<file path="src/rtl/alu16_pkg.sv">
`default_nettype none
// ============================================================================
// Module   : alu16_pkg
// Purpose  : Shared types and constants for the shared-ALU arbiter slice.
//            - DW          : operand width (result is DW+1 bits)
//            - alu_op_e    : opcode encoding seen by alu16_core
//            - arb_state_e : arbiter sequencing states
//            - is_illegal_op : true for opcodes outside the defined set
// Ports    : none (package)
// Revision : 1.0 - initial release
// ============================================================================
package alu16_pkg;

  localparam int DW = 16;

  typedef enum logic [2:0] {
    ALU_ADD = 3'd0,
    ALU_SUB = 3'd1,
    ALU_AND = 3'd2,
    ALU_OR  = 3'd3,
    ALU_XOR = 3'd4
  } alu_op_e;

  typedef enum logic [1:0] {
    ST_IDLE = 2'd0,
    ST_EXEC = 2'd1,
    ST_RESP = 2'd2
  } arb_state_e;

  // Opcodes above XOR have no defined operation and produce a zero result.
  function automatic logic is_illegal_op(input logic [2:0] sel);
    return (sel > ALU_XOR);
  endfunction

endpackage : alu16_pkg
`default_nettype wire

</file>
<file path="src/rtl/alu16_core.sv">
`default_nettype none
// ============================================================================
// Module   : alu16_core
// Purpose  : Purely combinational 16-bit ALU. Operands are zero-extended to
//            17 bits; bit 16 is the carry for ADD, the unsigned borrow
//            (a < b) for SUB, and 0 for logic ops. Opcodes 5..7 give 0.
// Ports    : a   [DW-1:0] in  - operand A
//            b   [DW-1:0] in  - operand B
//            sel [2:0]    in  - opcode (alu_op_e encoding)
//            s   [DW:0]   out - 17-bit result
// Revision : 1.0 - initial release
// ============================================================================
module alu16_core
  import alu16_pkg::*;
(
  input  logic [DW-1:0] a,
  input  logic [DW-1:0] b,
  input  logic [2:0]    sel,
  output logic [DW:0]   s
);

  logic [DW:0] a_ext;
  logic [DW:0] b_ext;

  assign a_ext = {1'b0, a};
  assign b_ext = {1'b0, b};

  always_comb begin
    s = '0;
    case (sel)
      ALU_ADD: s = a_ext + b_ext;
      // 17-bit wrap of the subtraction leaves bit 16 set exactly when a < b.
      ALU_SUB: s = a_ext - b_ext;
      ALU_AND: s = a_ext & b_ext;
      ALU_OR:  s = a_ext | b_ext;
      ALU_XOR: s = a_ext ^ b_ext;
      default: s = '0;
    endcase
  end

endmodule : alu16_core
`default_nettype wire

</file>
<file path="src/rtl/alu16_arbiter.sv">
`default_nettype none
// ============================================================================
// Module   : alu16_arbiter
// Purpose  : Shares one alu16_core between two requesters. Round-robin
//            arbitration in IDLE, operands latched on acceptance, result
//            registered in EXEC and presented on a valid/ready response
//            channel in RESP, tagged with the requester index.
// Config   : ALU16_ARB_ERR_EN - adds rsp_err, set with the response when
//            the latched opcode is 5..7.
// Ports    : clk        in   - rising-edge clock
//            rst_n      in   - synchronous active-low reset
//            req_valid  in   [NREQ-1:0]         request valid per requester
//            req_ready  out  [NREQ-1:0]         request accepted this cycle
//            req_a      in   [NREQ-1:0][DW-1:0] operand A per requester
//            req_b      in   [NREQ-1:0][DW-1:0] operand B per requester
//            req_sel    in   [NREQ-1:0][2:0]    opcode per requester
//            rsp_valid  out  - response valid
//            rsp_ready  in   - response consumer ready
//            rsp_id     out  - requester the response belongs to
//            rsp_data   out  [DW:0] result
//            rsp_err    out  - illegal opcode (ALU16_ARB_ERR_EN only)
// Revision : 1.0 - initial release
// ============================================================================
module alu16_arbiter #(
  parameter int NREQ = 2,
  parameter int DW   = 16
) (
  input  logic                    clk,
  input  logic                    rst_n,
  input  logic [NREQ-1:0]         req_valid,
  output logic [NREQ-1:0]         req_ready,
  input  logic [NREQ-1:0][DW-1:0] req_a,
  input  logic [NREQ-1:0][DW-1:0] req_b,
  input  logic [NREQ-1:0][2:0]    req_sel,
  output logic                    rsp_valid,
  input  logic                    rsp_ready,
  output logic                    rsp_id,
  output logic [DW:0]             rsp_data
`ifdef ALU16_ARB_ERR_EN
  ,
  output logic                    rsp_err
`endif
);
  import alu16_pkg::*;

  arb_state_e    state_q;
  arb_state_e    state_d;
  logic          last_q;     // requester granted most recently
  logic          grant;      // requester selected this cycle
  logic          any_valid;
  logic          accept;
  logic [DW-1:0] a_q;
  logic [DW-1:0] b_q;
  logic [2:0]    sel_q;
  logic          id_q;
  logic [DW:0]   alu_s;

  alu16_core u_core (
    .a   (a_q),
    .b   (b_q),
    .sel (sel_q),
    .s   (alu_s)
  );

  // Round-robin between two: on contention the requester that did not win
  // last time goes first; a lone requester always wins.
  always_comb begin
    any_valid = |req_valid;
    if (req_valid[0] && req_valid[1]) begin
      grant = ~last_q;
    end else if (req_valid[0]) begin
      grant = 1'b0;
    end else begin
      grant = 1'b1;
    end
  end

  // Next state and request handshake. Gating with rst_n keeps req_ready
  // low throughout reset cycles even though it is combinational.
  always_comb begin
    state_d   = state_q;
    req_ready = '0;
    accept    = 1'b0;
    case (state_q)
      ST_IDLE: begin
        if (rst_n && any_valid) begin
          req_ready[grant] = 1'b1;
          accept           = 1'b1;
          state_d          = ST_EXEC;
        end
      end
      ST_EXEC: state_d = ST_RESP;
      ST_RESP: begin
        if (rsp_ready) begin
          state_d = ST_IDLE;
        end
      end
      default: state_d = ST_IDLE;
    endcase
  end

  assign rsp_valid = (state_q == ST_RESP);

  always_ff @(posedge clk) begin
    if (!rst_n) begin
      state_q  <= ST_IDLE;
      last_q   <= 1'b1;
      a_q      <= '0;
      b_q      <= '0;
      sel_q    <= '0;
      id_q     <= 1'b0;
      rsp_data <= '0;
      rsp_id   <= 1'b0;
`ifdef ALU16_ARB_ERR_EN
      rsp_err  <= 1'b0;
`endif
    end else begin
      state_q <= state_d;
      if (accept) begin
        a_q    <= req_a[grant];
        b_q    <= req_b[grant];
        sel_q  <= req_sel[grant];
        id_q   <= grant;
        last_q <= grant;
`ifdef ALU16_ARB_ERR_EN
        rsp_err <= 1'b0;
`endif
      end
      // Response fields are captured once in EXEC and then held through
      // RESP regardless of back-pressure.
      if (state_q == ST_EXEC) begin
        rsp_data <= alu_s;
        rsp_id   <= id_q;
`ifdef ALU16_ARB_ERR_EN
        rsp_err  <= is_illegal_op(sel_q);
`endif
      end
    end
  end

endmodule : alu16_arbiter
`default_nettype wire

</file>
<file path="config.mk">
export PLATFORM = sky130hd
export DESIGN_NAME = alu16_arbiter
export DESIGN_NICKNAME = d
export VERILOG_FILES = /design/src/rtl/alu16_pkg.sv /design/src/rtl/alu16_core.sv /design/src/rtl/alu16_arbiter.sv
export SDC_FILE = /design/constraint.sdc
export NUM_CORES = 1
export LEC_CHECK = 0
export ABC_AREA = 1
export BUFFER_PORTS_ARGS = -buffer_cell sky130_fd_sc_hd__buf_4
export CAP_MARGIN = 10
export CORE_UTILIZATION = 35
export CTS_CLUSTER_DIAMETER = 40
export CTS_CLUSTER_SIZE = 8
export DETAILED_ROUTE_END_ITERATION = 8
export GPL_TIMING_DRIVEN = 0
export PLACE_DENSITY_LB_ADDON = 0.25
export SETUP_SLACK_MARGIN = 0.2
export SYNTH_ARGS = -nofsm -noshare
export SYNTH_HDL_FRONTEND = slang
export SYNTH_SLANG_ARGS = --single-unit
</file>
<file path="constraint.sdc">
create_clock -name clk -period 3.2 [get_ports clk]
set_clock_uncertainty 0.1 [all_clocks]
set_input_delay 0.48 -clock clk [delete_from_list [all_inputs] [get_ports clk]]
set_output_delay 0.48 -clock clk [all_outputs]
set_load 0.01 [all_outputs]
</file>
==> results of run 1 <==
[how the worst max path moves through the flow]
stage | start | endpoint | slack (ns) | cells after the start
3_3_place_gp | sel_q[2] | rsp_data[7] | 0.26 | 13
6_report | sel_q[2] | rsp_data[7] | 0.38 | 13
3_5_place_dp | sel_q[2] | rsp_data[7] | 0.25 | 13
5_1_grt | b_q[1] | rsp_data[16] | 0.20 | 15
2_1_floorplan | sel_q[2] | rsp_data[7] | 0.62 | 13
4_1_cts | sel_q[2] | rsp_data[7] | 0.24 | 13
[final cells by class]
class / instances / area [sq um] / share of cell area
Buffer: 22 / 138 / 0.0240
Clock buffer: 11 / 243 / 0.0424
Clock inverter: 5 / 55.1 / 0.00962
Inverter: 104 / 390 / 0.0682
Multi-Input combinational cell: 510 / 2830 / 0.495
Sequential cell: 57 / 1140 / 0.200
Tap cell: 168 / 210 / 0.0367
Timing Repair Buffer: 95 / 713 / 0.125
[registers in the layout, indices dropped and copies added, names as in the netlist]
signal and count:
rsp_id 1, a_q 16, state_q 2, sel_q 3, last_q 1, b_q 16, rsp_data 17, id_q 1
[repair_timing]
action                     CTS  global route
hold buffers                 0             0
setup endpoints to repair    0             8
setup buffers                0             0
gates resized for setup      0             8
[routing by layer]
metal / global-route usage / vias to the layer above
li1: - / 2440
met4: 0.0727 / 0
met5: 0 / -
met2: 0.320 / 97
met1: 0.281 / 1979
met3: 0.0306 / 7
[logic make-up after synthesis]
family | after synthesis | synth area share
buffers and inverters | 126 | 0.118
AND/OR/NAND/NOR | 336 | 0.307
XOR/XNOR | 16 | 0.0313
adder cells (fa/ha/maj) | 50 | 0.142
flip-flops | 57 | 0.255
AO/OA/AOI/OAI | 108 | 0.148
[power breakdown]
group	switching [W]	internal, W	leakage, nW
Combinational	0.000633	0.000446	2.12
Sequential	0.0000618	0.000776	0.466
Clock	0.000363	0.000621	0.142
Total	0.00106	0.00184	2.73
[synthesized netlist by cell type (all sizes together)]
cell type / n
nand2: 254
inv: 102
dfxtp: 57
ha: 49
a31oi: 36
nor2: 32
nand3: 30
a21oi: 28
o21ai: 19
buf: 16
xor2: 14
o211ai: 12
a22oi: 10
or2: 8
clkbuf: 6
nor3: 6
nand3b: 4
clkinv: 2
xnor2: 2
a211oi: 1
and3: 1
fa: 1
nand4: 1
o2111ai: 1
o31ai: 1
[worst max-delay path, cell delays in order, from the launching register on]
cell and delay, ns:
sky130_fd_sc_hd__dfxtp_2 0.38, sky130_fd_sc_hd__inv_2 0.07, sky130_fd_sc_hd__nand3_1 0.10, sky130_fd_sc_hd__buf_4 0.19, sky130_fd_sc_hd__inv_2 0.10, sky130_fd_sc_hd__or2_2 0.29, sky130_fd_sc_hd__xor2_1 0.15, sky130_fd_sc_hd__ha_1 0.34
sky130_fd_sc_hd__or2_2 0.30, sky130_fd_sc_hd__nand3_1 0.10, sky130_fd_sc_hd__nand2_1 0.12, sky130_fd_sc_hd__or2_2 0.29, sky130_fd_sc_hd__nand3_1 0.08, sky130_fd_sc_hd__a21oi_1 0.07
[through the flow]
step / total power, W / setup WS, ns / hold slack (ns) / util / area (sq um)
after global placement: 0.00190 / 0.257 / 0.356 / 0.442 / 5400
after floorplan: 0.00159 / 0.617 / 0.329 / - / 4470
final: 0.00290 / 0.379 / 0.299 / 0.469 / 5720
after CTS: 0.00290 / 0.243 / 0.293 / 0.466 / 5690
after global routing: 0.00310 / 0.200 / 0.312 / 0.469 / 5720
after detailed placement: 0.00191 / 0.255 / 0.362 / 0.442 / 5400
==> results.toml, run 1 <==
[detailed_routing]
detail_route.vias_per_cell = 4.65
m1_wl_microns = 6470
met3WireLength_microns = 594
drt-total-wl_microns = 12800
detail-route-antenna-nets = 0
routed-wl-met2_microns = 5600
dr.max_layer_used = "met4"
drcViolationCount = 0
first_pass_iters = 4
routedWlPerCell_microns = 13.2
vias = 4523
drtIter0Drc = 234

[finish]
finalNetCount = 924
flow.area_growth_from_synthesis_pct = 28.0
final_common_cell = "sky130_fd_sc_hd__nand2_1"
highest_count_cells_in_the_layout_ignoring_fill_and_taps = "253 x sky130_fd_sc_hd__nand2_1, 102 x sky130_fd_sc_hd__buf_4, 99 x sky130_fd_sc_hd__inv_1"
fin_cells = 972
post_route_cells_drive_above_1_share = 0.182
number_of_antenna_cells_inserted = 0
fillcell_total = 1344

[place]
portBuffers = 95
detailed_place_hpwl_microns = 10400
numPlacedInstances = 956
place.gp.congestion = 0.906

[floorplanning]
die_height_microns = 115
num_io_pins = 96
die_width_microns = 115
row_count = 40
start_util = 0.366
core_area_sq_um = 12200
floorplan.die_area_sq_um = 13200

[worst_setup_path]
worst-path-max-fanout = 10
worst-endpoint-required_ns = 3.29
r2r_slack_ns = 0.38
critical_path.reg2reg.endpoint = "rsp_data[7]"
worst_r2r_path_depth = 13
critical_path_class = "flip-flop to flip-flop"
critPathLaunchType = "flip-flop"
reg2reg_from = "sel_q[2]"
timing.critical_path.arrival_ns = 2.91
timing.critical_path.to_type = "flip-flop"

[hold_path]
hold_class = "input pin to flip-flop"
min_to = "state_q[1]"
source_of_the_worst_hold_timing_path = "rsp_ready"
worst_hold_path.num_cells = 4

[sta]
finalHoldViolations = 0
timing.setup.tns_ns = 0
finalSetupViolations = 0
rsz0062_at_grt = "true"
slew_headroom = 0.514
report.final.slew_viol_count = 0
tightestPinTransition_ns = 0.729
timing.fmax_ghz = 0.355
timing.final.crit_period_ns = 2.82
final.period_utilization = 0.881

[clock_network]
cts.htree.levels = 3
cts_inserted_buffers = 9
clkTransAtPathRegs_ns = 0.06
clk_latency_ns = 0.33
clk_root_buffer_cell = "sky130_fd_sc_hd__clkbuf_16"
number_of_sinks_driven_by_the_clock_tree = 57
cts-root-to-sink-buffers = 2
tritoncts = "yes"

[logic_synthesis]
synth.yosys.warnings = 0
syn_nets = 818
yosysTopAreaCell = "sky130_fd_sc_hd__dfxtp_1"
synth.top_cells.by_area = "sky130_fd_sc_hd__dfxtp_1 26%, sky130_fd_sc_hd__nand2_1 21%, sky130_fd_sc_hd__ha_1 14%"
synthesis.area_per_instance_sq_um = 6.45
synth_sequential_area_ratio = 0.255
synthesis.area_sq_um = 4470
synth_top_area_frac = 0.255
ys_seq_elements = 57
synth_cells = 693
synth.lib_cells_used.distinct = 35

[job]
drv_cap = 0

[grt]
grt_first_pass_wirelength_microns = 20600
global_route.usage.total = 0.203
grt_max_degree = 11
grt_pass1_vias = 4204
globalRouteOverflowTotal = 0
antenna_found_initial = 0

[power_and_ir_drop]
pwr_density_cell_nw_per_um2 = 507
leakagePower_nw = 2.73
worst_ir_drop_vdd_mv = 0.216

[outcome]
status = "completed"
No activity file was read; power rests on OpenSTA's default activity.
==> inputs of run 2 (changes only) <==
--- a/config.mk
+++ b/config.mk
@@ -13,7 +13,7 @@
 export CTS_CLUSTER_SIZE = 8
 export DETAILED_ROUTE_END_ITERATION = 8
 export GPL_TIMING_DRIVEN = 0
-export PLACE_DENSITY_LB_ADDON = 0.25
+export PLACE_DENSITY_LB_ADDON = 0.3
 export SETUP_SLACK_MARGIN = 0.2
 export SYNTH_ARGS = -nofsm -noshare
 export SYNTH_HDL_FRONTEND = slang
==> run 2 against run 1 <==
  * Core utilization up 0.072 points
  * Combinational power about the same
  * Sequential power about the same
  * Power down 0.12%
  * Routed wire length down 1.4%
  * Hold slack about the same
  * Clock-buffer cell count unchanged
  * Final cell count up 0.10%
  * Sequential cell count unchanged
==> results.toml, run 2 (synthesized netlist as in run 1, its figures left out) <==
[detailed_routing]
detail_route.vias_per_cell = 4.65
vias = 4523
drtIter0Drc = 262
drcViolationCount = 0
routedWlPerCell_microns = 12.9
detail-route-antenna-nets = 0
first_pass_iters = 5
drt-total-wl_microns = 12600

[worst_setup_path]
critical_path_class = "flip-flop to flip-flop"
timing.critical_path.to_type = "flip-flop"
worst-endpoint-required_ns = 3.30
worst-path-max-fanout = 10
worst_r2r_path_depth = 13
critical_path.reg2reg.endpoint = "rsp_data[7]"
timing.critical_path.arrival_ns = 2.91
r2r_slack_ns = 0.39
critPathLaunchType = "flip-flop"
reg2reg_from = "sel_q[2]"

[place]
post-place-ws_ns = 0.278
portBuffers = 95
place.gp.congestion = 0.891
detailed_place_hpwl_microns = 10200

[clock_network]
cts.htree.levels = 3
number_of_sinks_driven_by_the_clock_tree = 57
cts_inserted_buffers = 9
clkTransAtPathRegs_ns = 0.06
cts-root-to-sink-buffers = 2
clk_root_buffer_cell = "sky130_fd_sc_hd__clkbuf_16"
cts_hold_buffers = 0
tritoncts = "yes"
clk_latency_ns = 0.34

[sta]
report.final.slew_viol_count = 0
timing.fmax_ghz = 0.356
rsz0062_at_grt = "true"
slew_headroom = 0.532
finalSetupViolations = 0
finalHoldViolations = 0
tightestPinTransition_ns = 0.702
fin_ws_ns = 0.387
timing.final.crit_period_ns = 2.81
final.period_utilization = 0.879
whs_ns = 0.299
timing.setup.tns_ns = 0

[power_and_ir_drop]
worst_ir_drop_vdd_mv = 0.195
leakagePower_nw = 2.74
pwr_density_cell_nw_per_um2 = 505

[floorplanning]
floorplan.die_area_sq_um = 13200
die_height_microns = 115
num_io_pins = 96
die_width_microns = 115
core_area_sq_um = 12200
row_count = 40
start_util = 0.366

[finish]
regMostFlops = "rsp_data"
finalNetCount = 925
largest_registers_in_the_final_layout = "rsp_data (17), a_q (16), b_q (16)"
final_common_cell = "sky130_fd_sc_hd__nand2_1"
largest_register_ffs = 17
number_of_antenna_cells_inserted = 0
flow.area_growth_from_synthesis_pct = 28.2
highest_count_cells_in_the_layout_ignoring_fill_and_taps = "254 x sky130_fd_sc_hd__nand2_1, 102 x sky130_fd_sc_hd__buf_4, 99 x sky130_fd_sc_hd__inv_1"
post_route_cells_drive_above_1_share = 0.181

[grt]
global_route.usage.total = 0.204
globalRouteOverflowTotal = 0
grt_max_degree = 11
grt_first_pass_wirelength_microns = 20800
antenna_found_initial = 0
grt_pass1_vias = 4268

[job]
drv_cap = 0

[outcome]
status = "completed"

[hold_path]
hold_class = "input pin to flip-flop"
source_of_the_worst_hold_timing_path = "rsp_ready"
min_to = "state_q[1]"
worst_hold_path.num_cells = 4
==> run 2: changes by cell type in the layout (fill, tap and decap cells not counted) <==
cell                      previous run  this run
sky130_fd_sc_hd__nand2_2             1         0
sky130_fd_sc_hd__nand2_1           253       254
sky130_fd_sc_hd__buf_6               3         4
==> run 2: timing repair <==
item                                    CTS  global route
endpoints found under the hold margin     0             0
endpoints found under the setup margin    0             8
setup buffers                             0             1
resized for setup                         0             8
==> run 2: critical path: stages, from the launching register on <==
cell                      delay [ns]
sky130_fd_sc_hd__dfxtp_2        0.38
sky130_fd_sc_hd__inv_2          0.07
sky130_fd_sc_hd__nand3_1        0.11
sky130_fd_sc_hd__buf_6          0.16
sky130_fd_sc_hd__inv_2          0.09
sky130_fd_sc_hd__or2_2          0.29
sky130_fd_sc_hd__xor2_1         0.15
sky130_fd_sc_hd__ha_1           0.34
sky130_fd_sc_hd__or2_2          0.31
sky130_fd_sc_hd__nand3_1        0.12
sky130_fd_sc_hd__nand2_1        0.12
sky130_fd_sc_hd__or2_2          0.29
sky130_fd_sc_hd__nand3_1        0.09
sky130_fd_sc_hd__a21oi_1        0.07
==> run 2: cell type report <==
class	instances	area [sq um]
fillers	1310	6480
multi-input cells	510	2830
flip-flops and latches	57	1140
repair buffers	96	721
inverters	104	390
clock buffers	11	243
well taps	168	210
plain buffers	22	141
clock inverters	5	55.1
==> run 2: worst max-delay path by stage <==
stage               startpoint  cells past startpoint            to
floorplan             sel_q[2]                     13   rsp_data[7]
global placement      sel_q[2]                     13   rsp_data[7]
detailed placement    sel_q[2]                     13   rsp_data[7]
CTS                   sel_q[2]                     13   rsp_data[7]
global route            b_q[1]                     16  rsp_data[15]
finish                sel_q[2]                     13   rsp_data[7]
==> run 2: metal layers <==
layer,vias to the layer above,track usage,wire length [microns]
met1,1948,0.281,6280
li1,2438,-,-
met2,121,0.321,5480
met3,16,0.0248,604
met5,-,0,0
met4,0,0.0866,232
==> run 2: power breakdown <==
group	switching (W)	total, W	internal, W
logic	0.000632	0.00108	0.000451
registers	0.0000616	0.000838	0.000777
clock network	0.000355	0.000975	0.000620
total	0.00105	0.00290	0.00185
==> run 2: through the flow <==
| step | total power [W] | utilization | instance area (sq um) | instances |
|---|---|---|---|---|
| 6_report | 0.00290 | 0.469 | 5730 | 973 |
| 5_1_grt | 0.00311 | 0.469 | 5730 | 973 |
| 4_1_cts | 0.00289 | 0.466 | 5690 | 972 |
| 3_5_place_dp | 0.00191 | 0.442 | 5400 | 956 |
| 3_3_place_gp | 0.00190 | 0.442 | 5400 | 956 |
| 2_1_floorplan | 0.00159 | - | 4470 | 693 |
==> inputs of run 3 (changes only) <==
--- a/config.mk
+++ b/config.mk
@@ -8,6 +8,8 @@
 export ABC_AREA = 1
 export BUFFER_PORTS_ARGS = -buffer_cell sky130_fd_sc_hd__buf_4
 export CAP_MARGIN = 10
+export CELL_PAD_IN_SITES_DETAIL_PLACEMENT = 0
+export CELL_PAD_IN_SITES_GLOBAL_PLACEMENT = 1
 export CORE_UTILIZATION = 35
 export CTS_CLUSTER_DIAMETER = 40
 export CTS_CLUSTER_SIZE = 8
==> run 3 against run 2 <==
  * First-iteration DRC count decreased by 5.7%
  * Routed wire length grew 7.9%
  * Non-clock buffer count is the same
  * Final cell count unchanged
  * Setup slack worse by 0.069 ns
  * Critical path depth unchanged
  * Power rose by 1.1%
  * Highest routed layer unchanged
  * Final area is essentially flat
==> results.toml, run 3 (synthesized netlist as in run 1, its figures left out) <==
[power_and_ir_drop]
leakagePower_nw = 2.74
power_frac_seq = 0.288
swShare = 0.368
pwr-share-clk = 0.335
design_power_total_w = 0.00293
worst_ir_drop_vdd_mv = 0.220
p_int_w = 0.00185
power_switching_w = 0.00108
pwr_density_cell_nw_per_um2 = 511
p_comb_frac = 0.377

[finish]
number_of_antenna_cells_inserted = 0
highest_count_cells_in_the_layout_ignoring_fill_and_taps = "254 x sky130_fd_sc_hd__nand2_1, 102 x sky130_fd_sc_hd__buf_4, 99 x sky130_fd_sc_hd__inv_1"
largest_register_ffs = 17
finalNetCount = 925
flow.area_growth_from_synthesis_pct = 28.1
regMostFlops = "rsp_data"
post_route_cells_drive_above_1_share = 0.184
final_common_cell = "sky130_fd_sc_hd__nand2_1"
largest_registers_in_the_final_layout = "rsp_data (17), a_q (16), b_q (16)"

[clock_network]
number_of_sinks_driven_by_the_clock_tree = 57
tritoncts = "yes"
clkTransAtPathRegs_ns = 0.06
cts.htree.levels = 3
clk_root_buffer_cell = "sky130_fd_sc_hd__clkbuf_16"
cts_hold_buffers = 0
cts_inserted_buffers = 9
cts-root-to-sink-buffers = 2
clk_latency_ns = 0.33

[sta]
report.final.slew_viol_count = 0
tightestPinTransition_ns = 0.796
timing.fmax_ghz = 0.347
fin_ws_ns = 0.318
rsz0062_at_grt = "false"
finalSetupViolations = 0
timing.setup.tns_ns = 0
finalHoldViolations = 0
timing.final.crit_period_ns = 2.88
final.period_utilization = 0.901
slew_headroom = 0.469

[detailed_routing]
first_pass_iters = 4
detail_route.vias_per_cell = 4.83
drtIter0Drc = 247
m1_wl_microns = 6430
drt-total-wl_microns = 13600
routedWlPerCell_microns = 14.0
detail-route-antenna-nets = 0
routed-wl-met2_microns = 6100
vias = 4695
met3WireLength_microns = 826
drcViolationCount = 0
dr.max_layer_used = "met4"

[grt]
globalRouteOverflowTotal = 0
global_route.usage.total = 0.217
grt_max_degree = 11
antenna_found_initial = 0
grt_first_pass_wirelength_microns = 22000
grt_pass1_vias = 4570

[worst_setup_path]
worst-path-max-fanout = 10
critical_path.reg2reg.endpoint = "rsp_data[7]"
timing.critical_path.to_type = "flip-flop"
worst_setup_path_startpoint = "sel_q[1]"
r2r_slack_ns = 0.32
critPathLaunchType = "flip-flop"
critical_path_class = "flip-flop to flip-flop"
reg2reg_from = "sel_q[1]"
timing.critical_path.arrival_ns = 2.97
worst-endpoint-required_ns = 3.29
cp-endpoint = "rsp_data[7]"
worst_r2r_path_depth = 13

[place]
detailed_place_hpwl_microns = 11100
post-place-ws_ns = 0.229
portBuffers = 95
place.gp.congestion = 0.857

[floorplanning]
floorplan.die_area_sq_um = 13200
core_area_sq_um = 12200
die_width_microns = 115
row_count = 40
start_util = 0.366
num_io_pins = 96
die_height_microns = 115

[outcome]
status = "completed"

[job]
drv_cap = 0

[hold_path]
hold_class = "input pin to flip-flop"
-- run 3: final cells by class --
class / count / area [sq um]
inverters: 104 / 390
clock buffers: 11 / 243
flip-flops and latches: 57 / 1140
fillers: 1298 / 6480
well taps: 168 / 210
plain buffers: 22 / 138
repair buffers: 96 / 721
clock inverters: 5 / 55.1
multi-input cells: 510 / 2830
-- run 3: timing repair --
action	in CTS	in global routing
setup endpoints to repair	0	10
gates resized for setup	0	10
endpoints found under the hold margin	0	0
buffers inserted	0	1
-- run 3: worst max-delay path: stages (launching register included) --
cell and delay, ns:
sky130_fd_sc_hd__dfxtp_1 0.39, sky130_fd_sc_hd__inv_1 0.09, sky130_fd_sc_hd__nand3_1 0.09, sky130_fd_sc_hd__clkbuf_4 0.22, sky130_fd_sc_hd__inv_2 0.11, sky130_fd_sc_hd__or2_2 0.30
sky130_fd_sc_hd__xor2_1 0.15, sky130_fd_sc_hd__ha_1 0.34, sky130_fd_sc_hd__or2_2 0.30, sky130_fd_sc_hd__nand3_1 0.11, sky130_fd_sc_hd__nand2_1 0.13, sky130_fd_sc_hd__or2_2 0.30
sky130_fd_sc_hd__nand3_1 0.07, sky130_fd_sc_hd__a21oi_1 0.07
-- run 3: per-layer routing --
layer,vias to the layer above,GRT usage
met1,2111,0.288
met2,132,0.359
met5,-,0
li1,2433,-
met3,19,0.0322
met4,0,0.0736
-- run 3: worst min path at each step --
stage                          from         end  slack, ns  depth (start not counted)
after floorplan                id_q      rsp_id       0.33                          2
after global placement         id_q      rsp_id       0.35                          2
after detailed placement       id_q      rsp_id       0.36                          2
after CTS                 rsp_ready  state_q[1]       0.31                          4
after global routing      rsp_ready  state_q[1]       0.31                          4
final                     rsp_ready  state_q[1]       0.31                          4
-- run 3: through the flow --
| stage | instances | hold slack [ns] | utilization | instance area (sq um) |
|---|---|---|---|---|
| after floorplan | 693 | 0.329 | - | 4470 |
| after global placement | 956 | 0.349 | 0.442 | 5400 |
| after detailed placement | 956 | 0.356 | 0.442 | 5400 |
| after CTS | 972 | 0.305 | 0.466 | 5690 |
| after global routing | 973 | 0.310 | 0.469 | 5730 |
| final | 973 | 0.309 | 0.469 | 5730 |
-- run 3: power by group through the flow --
stage                     clock, W  sequential [W]  combinational (W)
final                     0.000980        0.000843            0.00110
after global routing       0.00102        0.000851            0.00125
after CTS                 0.000988        0.000841            0.00109
after global placement           0        0.000854            0.00106
after detailed placement         0        0.000855            0.00108
after floorplan                  0        0.000847           0.000745
